## src/rtl/sram_host_sequencer_pkg.sv

```systemverilog
// Shared types and width helpers for the SRAM host sequencer.
package sram_host_pkg;

  typedef enum logic [2:0] {
    ST_IDLE,
    ST_SHIFT,
    ST_WSETUP,
    ST_WPULSE,
    ST_RESP,
    ST_RSETUP,
    ST_RPULSE,
    ST_RWAIT
  } state_e;

  typedef enum logic {
    OP_RD = 1'b0,
    OP_WR = 1'b1
  } op_e;

  // Row address width; never narrower than one bit.
  function automatic int calc_aw(input int rows);
    return (rows > 1) ? $clog2(rows) : 1;
  endfunction

  // Burst length field width (holds beats-1); never narrower than one bit.
  function automatic int calc_lw(input int max_burst);
    return (max_burst > 1) ? $clog2(max_burst) : 1;
  endfunction

  // Width of a counter running 0..n-1.
  function automatic int cnt_w(input int n);
    return (n > 1) ? $clog2(n) : 1;
  endfunction

endpackage

```

## src/rtl/sram_host_sequencer_if.sv

```systemverilog
// Request/response handshake between a host and the SRAM sequencer.
interface sram_host_sequencer_if #(
  parameter int AW   = 4,
  parameter int LW   = 2,
  parameter int COLS = 8
);

  logic            req_valid;
  logic            req_ready;
  logic            req_write;
  logic [AW-1:0]   req_addr;
  logic [LW-1:0]   req_len;
  logic [COLS-1:0] req_wdata;
  logic            rsp_valid;
  logic [COLS-1:0] rsp_rdata;
  logic            rsp_error;
  logic            rsp_last;

  modport master (
    output req_valid, req_write, req_addr, req_len, req_wdata,
    input  req_ready, rsp_valid, rsp_rdata, rsp_error, rsp_last
  );

  modport slave (
    input  req_valid, req_write, req_addr, req_len, req_wdata,
    output req_ready, rsp_valid, rsp_rdata, rsp_error, rsp_last
  );

endinterface

```

## src/rtl/sram_bit_serializer.sv

```systemverilog
// MSB-first word serializer: each bit is presented for SHIFT_HOLD cycles,
// done is high during the final cycle of the final bit.
module sram_bit_serializer
  import sram_host_pkg::*;
#(
  parameter int COLS       = 8,
  parameter int SHIFT_HOLD = 2
) (
  input  logic            clk,
  input  logic            arst_n,
  input  logic            load,
  input  logic [COLS-1:0] load_data,
  output logic            serial_out,
  output logic            done
);

  localparam int HW = cnt_w(SHIFT_HOLD);
  localparam int BW = cnt_w(COLS);
  localparam logic [HW-1:0] HOLD_LAST = HW'(SHIFT_HOLD - 1);
  localparam logic [BW-1:0] BIT_LAST  = BW'(COLS - 1);

  logic [COLS-1:0] sreg_q;
  logic [HW-1:0]   hold_q;
  logic [BW-1:0]   bit_q;
  logic            active_q;

  // Shift register with per-bit hold; zeros shift in so the line idles low.
  always_ff @(posedge clk or negedge arst_n) begin
    if (!arst_n) begin
      sreg_q   <= '0;
      hold_q   <= '0;
      bit_q    <= '0;
      active_q <= 1'b0;
    end else if (load) begin
      sreg_q   <= load_data;
      hold_q   <= '0;
      bit_q    <= '0;
      active_q <= 1'b1;
    end else if (active_q) begin
      if (hold_q == HOLD_LAST) begin
        hold_q <= '0;
        sreg_q <= sreg_q << 1;
        if (bit_q == BIT_LAST) begin
          bit_q    <= '0;
          active_q <= 1'b0;
        end else begin
          bit_q <= bit_q + 1'b1;
        end
      end else begin
        hold_q <= hold_q + 1'b1;
      end
    end
  end

  assign serial_out = sreg_q[COLS-1];
  assign done       = active_q && (hold_q == HOLD_LAST) && (bit_q == BIT_LAST);

endmodule

```

## src/rtl/sram_host_sequencer.sv

```systemverilog
// Host-side sequencer for the mixed-signal SRAM: serial word writes with
// row bursts, pulsed reads with timeout, one registered response port.
module sram_host_sequencer
  import sram_host_pkg::*;
#(
  parameter int ROWS       = 16,
  parameter int COLS       = 8,
  parameter int SHIFT_HOLD = 2,
  parameter int RD_TIMEOUT = 16,
  parameter int MAX_BURST  = 4,
  localparam int AW = calc_aw(ROWS),
  localparam int LW = calc_lw(MAX_BURST)
) (
  input  logic                 clk,
  input  logic                 arst_n,
  sram_host_sequencer_if.slave host,
  output logic                 busy,
  output logic                 sram_serial_in,
  output logic                 sram_shift,
  output logic                 sram_w_en,
  output logic                 sram_r_en,
  output logic [AW-1:0]        sram_addr,
  input  logic                 sram_data_valid,
  input  logic [COLS-1:0]      sram_data_out
);

  localparam int TW = cnt_w(RD_TIMEOUT);
  localparam logic [TW-1:0] TO_LAST = TW'(RD_TIMEOUT - 1);

  state_e          state_q, state_d;
  logic [AW-1:0]   addr_q;
  logic [LW-1:0]   beats_q;
  logic [COLS-1:0] wdata_q;
  logic [TW-1:0]   wait_q;

  logic            accept;
  logic            last_beat;
  logic            timeout;
  logic            ser_load;
  logic            ser_done;
  logic            ser_bit;
  logic [COLS-1:0] ser_data;

  logic            req_ready_q, req_ready_d;
  logic            busy_q, busy_d;
  logic            shift_q, shift_d;
  logic            w_en_q, w_en_d;
  logic            r_en_q, r_en_d;
  logic            rsp_valid_q, rsp_valid_d;
  logic            rsp_error_q, rsp_error_d;
  logic            rsp_last_q, rsp_last_d;
  logic [COLS-1:0] rsp_rdata_q, rsp_rdata_d;

  assign accept    = (state_q == ST_IDLE) && host.req_valid;
  assign last_beat = (beats_q == '0);
  assign timeout   = (wait_q == TO_LAST);

  // The serializer is loaded on the same edge that enters SHIFT, so its
  // first bit is on the line in the first SHIFT cycle.
  assign ser_load = (state_d == ST_SHIFT) && (state_q != ST_SHIFT);
  assign ser_data = (state_q == ST_IDLE) ? host.req_wdata : wdata_q;

  sram_bit_serializer #(
    .COLS       (COLS),
    .SHIFT_HOLD (SHIFT_HOLD)
  ) u_ser (
    .clk        (clk),
    .arst_n     (arst_n),
    .load       (ser_load),
    .load_data  (ser_data),
    .serial_out (ser_bit),
    .done       (ser_done)
  );

  // State register.
  always_ff @(posedge clk or negedge arst_n) begin
    if (!arst_n) state_q <= ST_IDLE;
    else         state_q <= state_d;
  end

  // Next-state logic.
  always_comb begin
    state_d = state_q;
    unique case (state_q)
      ST_IDLE: begin
        if (host.req_valid)
          state_d = (op_e'(host.req_write) == OP_WR) ? ST_SHIFT : ST_RSETUP;
      end
      ST_SHIFT:  if (ser_done) state_d = ST_WSETUP;
      ST_WSETUP: state_d = ST_WPULSE;
      ST_WPULSE: state_d = last_beat ? ST_RESP : ST_SHIFT;
      ST_RESP:   state_d = ST_IDLE;
      ST_RSETUP: state_d = ST_RPULSE;
      ST_RPULSE: state_d = ST_RWAIT;
      ST_RWAIT: begin
        if (sram_data_valid) state_d = last_beat ? ST_IDLE : ST_RSETUP;
        else if (timeout)    state_d = ST_IDLE;
      end
      default:   state_d = ST_IDLE;
    endcase
  end

  // Request latch, burst address/beat tracking and read wait counter.
  always_ff @(posedge clk or negedge arst_n) begin
    if (!arst_n) begin
      addr_q  <= '0;
      beats_q <= '0;
      wdata_q <= '0;
      wait_q  <= '0;
    end else begin
      if (accept) begin
        addr_q  <= host.req_addr;
        beats_q <= host.req_len;
        wdata_q <= host.req_wdata;
      end else if (!last_beat &&
                   ((state_q == ST_WPULSE) ||
                    ((state_q == ST_RWAIT) && sram_data_valid))) begin
        addr_q  <= addr_q + 1'b1;
        beats_q <= beats_q - 1'b1;
      end
      if (state_q == ST_RWAIT) wait_q <= wait_q + 1'b1;
      else                     wait_q <= '0;
    end
  end

  // Output decode from the upcoming state, so the registered outputs line
  // up with the state they describe.
  always_comb begin
    req_ready_d = (state_d == ST_IDLE);
    busy_d      = (state_d != ST_IDLE);
    shift_d     = (state_d == ST_SHIFT);
    w_en_d      = (state_d == ST_WPULSE);
    r_en_d      = (state_d == ST_RPULSE);
    rsp_valid_d = 1'b0;
    rsp_error_d = 1'b0;
    rsp_last_d  = 1'b0;
    rsp_rdata_d = '0;
    if (state_d == ST_RESP) begin
      rsp_valid_d = 1'b1;
      rsp_last_d  = 1'b1;
    end
    if (state_q == ST_RWAIT) begin
      if (sram_data_valid) begin
        rsp_valid_d = 1'b1;
        rsp_rdata_d = sram_data_out;
        rsp_last_d  = last_beat;
      end else if (timeout) begin
        rsp_valid_d = 1'b1;
        rsp_error_d = 1'b1;
        rsp_last_d  = 1'b1;
      end
    end
  end

  // Output registers.
  always_ff @(posedge clk or negedge arst_n) begin
    if (!arst_n) begin
      req_ready_q <= 1'b1;
      busy_q      <= 1'b0;
      shift_q     <= 1'b0;
      w_en_q      <= 1'b0;
      r_en_q      <= 1'b0;
      rsp_valid_q <= 1'b0;
      rsp_error_q <= 1'b0;
      rsp_last_q  <= 1'b0;
      rsp_rdata_q <= '0;
    end else begin
      req_ready_q <= req_ready_d;
      busy_q      <= busy_d;
      shift_q     <= shift_d;
      w_en_q      <= w_en_d;
      r_en_q      <= r_en_d;
      rsp_valid_q <= rsp_valid_d;
      rsp_error_q <= rsp_error_d;
      rsp_last_q  <= rsp_last_d;
      rsp_rdata_q <= rsp_rdata_d;
    end
  end

  assign host.req_ready = req_ready_q;
  assign host.rsp_valid = rsp_valid_q;
  assign host.rsp_rdata = rsp_rdata_q;
  assign host.rsp_error = rsp_error_q;
  assign host.rsp_last  = rsp_last_q;
  assign busy           = busy_q;
  assign sram_shift     = shift_q;
  assign sram_w_en      = w_en_q;
  assign sram_r_en      = r_en_q;
  assign sram_addr      = addr_q;
  assign sram_serial_in = ser_bit;

endmodule
```

## src/flat_wrapper.sv

```systemverilog
// flat-port wrapper written by rule: the top's interface ports become plain ports
module sram_host_sequencer_flat import sram_host_pkg::*;
#(
  parameter int ROWS       = 16,
  parameter int COLS       = 8,
  parameter int SHIFT_HOLD = 2,
  parameter int RD_TIMEOUT = 16,
  parameter int MAX_BURST  = 4,
  localparam int AW = calc_aw(ROWS),
  localparam int LW = calc_lw(MAX_BURST)
)
  (clk, arst_n, busy, sram_serial_in, sram_shift, sram_w_en, sram_r_en, sram_addr, sram_data_valid, sram_data_out, host_req_valid, host_req_write, host_req_addr, host_req_len, host_req_wdata, host_req_ready, host_rsp_valid, host_rsp_rdata, host_rsp_error, host_rsp_last);
  sram_host_sequencer_if #(.COLS(COLS)) host_i ();
  input  logic clk;
  input  logic arst_n;
  output logic busy;
  output logic sram_serial_in;
  output logic sram_shift;
  output logic sram_w_en;
  output logic sram_r_en;
  output logic [AW-1:0] sram_addr;
  input  logic sram_data_valid;
  input  logic [COLS-1:0] sram_data_out;
  input wire logic [$bits(host_i.req_valid)-1:0] host_req_valid;
  input wire logic [$bits(host_i.req_write)-1:0] host_req_write;
  input wire logic [$bits(host_i.req_addr)-1:0] host_req_addr;
  input wire logic [$bits(host_i.req_len)-1:0] host_req_len;
  input wire logic [$bits(host_i.req_wdata)-1:0] host_req_wdata;
  output wire logic [$bits(host_i.req_ready)-1:0] host_req_ready;
  output wire logic [$bits(host_i.rsp_valid)-1:0] host_rsp_valid;
  output wire logic [$bits(host_i.rsp_rdata)-1:0] host_rsp_rdata;
  output wire logic [$bits(host_i.rsp_error)-1:0] host_rsp_error;
  output wire logic [$bits(host_i.rsp_last)-1:0] host_rsp_last;
  assign host_i.req_valid = host_req_valid;
  assign host_i.req_write = host_req_write;
  assign host_i.req_addr = host_req_addr;
  assign host_i.req_len = host_req_len;
  assign host_i.req_wdata = host_req_wdata;
  assign host_req_ready = host_i.req_ready;
  assign host_rsp_valid = host_i.rsp_valid;
  assign host_rsp_rdata = host_i.rsp_rdata;
  assign host_rsp_error = host_i.rsp_error;
  assign host_rsp_last = host_i.rsp_last;
  sram_host_sequencer #(.ROWS(ROWS), .COLS(COLS), .SHIFT_HOLD(SHIFT_HOLD), .RD_TIMEOUT(RD_TIMEOUT), .MAX_BURST(MAX_BURST)) u_core (.clk(clk), .arst_n(arst_n), .host(host_i), .busy(busy), .sram_serial_in(sram_serial_in), .sram_shift(sram_shift), .sram_w_en(sram_w_en), .sram_r_en(sram_r_en), .sram_addr(sram_addr), .sram_data_valid(sram_data_valid), .sram_data_out(sram_data_out));
endmodule
```

## config.mk

```make
export PLATFORM = sky130hd
export DESIGN_NAME = sram_host_sequencer_flat
export DESIGN_NICKNAME = d
export VERILOG_FILES = /design/src/rtl/sram_host_sequencer_pkg.sv /design/src/rtl/sram_host_sequencer_if.sv /design/src/rtl/sram_bit_serializer.sv /design/src/rtl/sram_host_sequencer.sv /design/src/flat_wrapper.sv
export SDC_FILE = /design/constraint.sdc
export NUM_CORES = 1
export LEC_CHECK = 0
export CORE_ASPECT_RATIO = 0.9
export CORE_MARGIN = 10
export CORE_UTILIZATION = 45
export DETAILED_ROUTE_END_ITERATION = 10
export PLACE_DENSITY = 0.71
export SLEW_MARGIN = 25
export SYNTH_ARGS = -nofsm -noshare
export SYNTH_HDL_FRONTEND = slang
export SYNTH_HIERARCHICAL = 1
export SYNTH_SLANG_ARGS = --single-unit
```

## constraint.sdc

```tcl
create_clock -name clk -period 5.9 [get_ports clk]
set_clock_uncertainty 0.2 [all_clocks]
set_input_delay 1.77 -clock clk [delete_from_list [all_inputs] [get_ports clk]]
set_output_delay 1.77 -clock clk [all_outputs]
set_load 0.02 [all_outputs]
```

Yosys cells after proc, flatten, opt, wreduce, memory -nomap -nowiden
Index checks and enable logic that the tools add are counted.
- output and inout port bits: 21
- bits of input ports: 27
- word-level logic and storage cells: 92
- bits in registers: 50
- add/subtract/negate cells: 5
- mux-type cells: 39
- equality and inequality tests: 14
- reductions and logical operators: 16
- operators with widths (operator ; count):
    $mux W8 ; 6
    $mux W3 ; 11
    $pmux W3 S8 ; 1
    $eq A3 B3 Y1 const B ; 7
    $mux W1 ; 16
    $mux W4 ; 3
    $eq A3 B2 Y1 const B ; 3
    $add A4 B1 Y4 const B ; 2
    $eq A3 B1 Y1 const B ; 2
    $logic_and A1 B1 Y1 ; 6
    $logic_not A3 Y1 ; 2
    $reduce_bool A2 Y1 ; 3
    $eq A4 B4 Y1 const B ; 1
    $mux W2 ; 2
    $add A3 B1 Y3 const B ; 1
    $ne A3 B1 Y1 const B ; 1
    $reduce_bool A3 Y1 ; 1
    $logic_not A2 Y1 ; 1
    $reduce_and A2 Y1 ; 1
    $sub A2 B1 Y2 const B ; 1
    $add A1 B1 Y1 const B ; 1
    $logic_not A1 Y1 ; 1
    $logic_or A1 B1 Y1 ; 1

Depth between registers and ports, before layout
- depth in word-level cells: 9
- depth in mapped cells: 11
- depth with buffers taken out: 9

By module
Netlist, hierarchy kept.
- modules (own cells, without submodules) (module ; instances ; area each (um^2) ; cells an instance):
    sram_host_sequencer ; 1 ; 1722.9 ; 139
    sram_bit_serializer ; 1 ; 760.7 ; 69

Worst setup path after synthesis
Ideal clock, no wire load.
- path kind: input -> register
- start point: input port sram_data_valid
- end point: register u_core.u_ser.sreg_q[7]
- stages: 8
- path slack: 2479 ps
- arrival: 3122 ps
- buffers on the path: 2
- path through: and2b_1 -> a221oi_1 -> o22a_2 -> nor3_1 -> buf_4 -> buf_2 -> nand4b_1 -> o311ai_4
- cells in the longest elaborated chain, start to end: 6
- RTL lines (element ; line ; RTL):
    from (decl) ; flat_wrapper.sv:22 ; input logic sram_data_valid;
    $mux W3 * ; sram_host_sequencer.sv:96 ; if (sram_data_valid) state_d = last_beat ? ST_IDLE : ST_RSETUP;
    $pmux W3 S8 * ; sram_host_sequencer.sv:84 ; unique case (state_q)
    $eq A3 B1 Y1 * ; sram_host_sequencer.sv:60 ; assign ser_load = (state_d == ST_SHIFT) && (state_q != ST_SHIFT);
    $logic_and A1 B1 Y1 * ; sram_host_sequencer.sv:60 ;
    named net u_core.ser_load ; sram_host_sequencer.sv:39 ; logic ser_load;
    $reduce_bool A2 Y1 (no source line) ; -- ;
    $reduce_and A2 Y1 (no source line) ; -- ;
    to (signal assigned) ; sram_bit_serializer.sv:35 ; sreg_q <= load_data;
    to (signal assigned) ; sram_bit_serializer.sv:42 ; sreg_q <= sreg_q << 1;
    to (decl) ; sram_bit_serializer.sv:22 ; logic [COLS-1:0] sreg_q;
The timed path passes the listed nets; every way through them passes the cells marked *.
A chain may end at the register's enable or synchronous reset.

Worst setup path in the final report
Same ends and word-level chain as after synthesis.

==> impl_results.md <==
* Run status: finished clean
* Cell area after layout at 0.00301 sq mm
* PnR Total Power at 1.49 mW
* Most frequent standard cell in the layout excluding fill and tap cells: sky130_fd_sc_hd__dfrtp_1
* VDD IR max at 0.239 mV
* Weighted congestion reported at the end of routability-driven placement at 0.782
* IO Port Bufs at 47
* Number of inserted diodes at 0
* Number of fill cells in the layout at 450
* Number of distinct library cells after synthesis at 44
* Period minus WS final at 4.00 ns
* Proportion of synthesized flip-flops having asynchronous set or reset at 100%
* Die Wd at 98.3 um
* Post-synthesis sequential element count at 50
* Global route total overflow at 0
* Hold Vio Cnt, Final at 0
* Critical path capture point type: flop
* Power per cell area at 494 mW/mm^2
* CORE AREA at 0.00529 sq mm
* RSZ-0062 raised after global routing: no
* Required time of the worst setup path at 5.90 ns
* CP Launch Type: primary input
* Vias in the first global route at 1618
* Effective utilization at floorplan at 47.0%
* Synthesis warning total at 6
* Number of H-tree levels at 2
* Measured slew at the worst slew-check pin at 0.623 ns
* Maximum fanout encountered on the critical timing path at 28
* TritonCTS Sinks at 50
* P&R area growth vs syn at 21.3%
* Vias per cell at 5.27
* I/O Pins at 48
* Clk Latency, worst-skew pair at 0.29 ns
* Post-DP Area at 0.00292 sq mm
* Worst hold-check path type: flop to flop
* Drt drc at 0
* Cell area after synthesis at 0.00248 sq mm
* Setup violations, final at 0
* Sequential element share of the synthesized area at 50.4%
* Overall die area at 0.00890 sq mm
* Antenna violations before repair at 0
* Number of DRC violations after detailed-routing iteration 0 at 112
* Gate count of the mapped netlist at 208
* Clock tree buffer depth at 2
* Half-perimeter wire length after detailed placement at 3380 um
* Static Leak at 1.30 nW
* Maximum capacitance violations at 0
* Final layout net count at 279
* Quantity of gates resized following cts at 0
* Vias at 1660
* Most used flip-flop cell after synthesis: sky130_fd_sc_hd__dfrtp_1
* Global-route wire length before repair at 7990 um
* Count of flip-flops with a built-in enable after synthesis at 0
* Site Rows at 25
* CTS tree: built
* Commonest cells after routing, fill and taps aside: 49 x sky130_fd_sc_hd__dfrtp_1, 46 x sky130_fd_sc_hd__clkdlybuf4s50_1, 17 x sky130_fd_sc_hd__nand2_1
* Max_slew headroom at 58.5%
* Clk slew on worst S/H paths at 0.09 ns
* Clock root buffer: sky130_fd_sc_hd__clkbuf_8
* Post-CTS setup buffer count at 0
* GRT Total Usage at 10.5%
* Die span in y at 90.5 um
* Fin crit share at 67.8%
* Average routed wire per standard cell at 15.2 um
* TritonCTS buffer count at 5
* Pins over their slew limit at 0
* Maximum number of pins on one net before global-route repair at 51
* Arrival time reported for the critical path endpoint at 4.00 ns
* Synthesized net count at 240
* Final routed wirelength across all metal layers at 4790 um
* Mean Syn Cell Area at 11.9 sq um
* Share of post-route cells with drive strength above 1 at 19.4%
* Antenna violation net count after detailed routing at 0
* Iteration count of the initial detailed-routing pass at 4
* Number of hold-repair buffers added at the cts stage at 0
* Setup tns final at 0 ns
* Max Freq at 250 MHz
* Critical setup path kind: primary input to flop
critical path: stages:
cell,delay [ns]
sky130_fd_sc_hd__clkdlybuf4s50_1,0.72
sky130_fd_sc_hd__and2b_1,0.32
sky130_fd_sc_hd__a221oi_1,0.31
sky130_fd_sc_hd__o22a_2,0.26
sky130_fd_sc_hd__nor3_2,0.05
sky130_fd_sc_hd__buf_4,0.22
sky130_fd_sc_hd__nand4b_1,0.24
sky130_fd_sc_hd__o311ai_4,0.11
flip-flops by register name, indices dropped and copies added, names as in the netlist, 2 cells and up:
signal	cells
u_core/sram_addr	4
u_core/beats_q	2
u_core/host.rsp_rdata	8
u_core/wdata_q	8
u_core/state_q	3
u_core/u_ser/sreg_q	8
u_core/u_ser/bit_q	3
u_core/wait_q	4
cell families (layout without fill, tap and decap cells):
kind of cell               Yosys count  count (layout)  share of synthesized area [%]
xor gates and xnor gates             8               8                           2.82
adders and majority gates            5               5                           2.52
buffers and inverters               23              63                           6.10
muxes                               20              20                           9.27
AOI/OAI and AO/OA                   31              31                           10.8
DFF                                 50              50                           50.4
and+or+nand+nor                     71              71                           18.1
area by class of cell:
type | instances | area, sq um | share of cell area (%)
flip-flops and latches | 50 | 1250 | 41.6
multi-input cells | 135 | 1080 | 36.0
repair buffers | 48 | 475 | 15.8
well taps | 67 | 83.8 | 2.78
clock buffers | 5 | 68.8 | 2.28
inverters | 7 | 26.3 | 0.872
clock inverters | 3 | 21.3 | 0.706
cells in the mapped netlist (all sizes together) (6+ instances only):
cell,n,area [sq um]
nand3,6,30.0
a21oi,6,30.0
dfrtp,49,1230
nand2b,7,43.8
o21ai,7,35.0
nand2,17,63.8
inv,7,26.3
nand4b,7,61.3
and3,11,68.8
buf,14,118
nor3,6,52.6
mux2,18,210
o211ai,6,75.1
final timing paths:
path	slack, ns	startpoint	cells after the start	to
min in group asynchronous	1.28	arst_n	1	u_core/sram_addr[2]
hold reg to reg	0.27	u_core/wait_q[0]	1	u_core/wait_q[0]
setup / recovery	1.90	sram_data_valid	8	u_core/u_ser/sreg_q[7]
max in group asynchronous	3.80	arst_n	1	u_core/sram_shift
setup reg to reg	3.27	u_core/u_ser/bit_q[0]	10	u_core/u_ser/sreg_q[7]
hold / removal	0.27	u_core/wait_q[0]	1	u_core/wait_q[0]
per-layer routing:
layer / track usage (%) / up-vias / routed length, um
met3: 3.14 / 2 / 246
met5: 0 / - / 0
li1: - / 813 / -
met2: 16.2 / 39 / 2240
met4: 3.58 / 0 / 40
met1: 13.7 / 806 / 2270
where the power goes:
group	leakage [nW]	total (mW)	internal, mW	switching (mW)
Sequential	0.634	0.574	0.465	0.109
Clock	0.0441	0.192	0.0833	0.109
Combinational	0.620	0.721	0.372	0.349
Total	1.30	1.49	0.920	0.567
through the flow:
step,hold WS [ns],setup slack [ns],std cells,util [%]
after global placement,0.251,1.70,307,55.2
after floorplan,0.233,2.48,208,-
after detailed placement,0.260,1.64,307,55.3
after CTS,0.273,1.95,315,57.0
final,0.269,1.90,315,57.0
after global routing,0.306,1.77,315,57.0
Power figures use the tool's default switching activity.
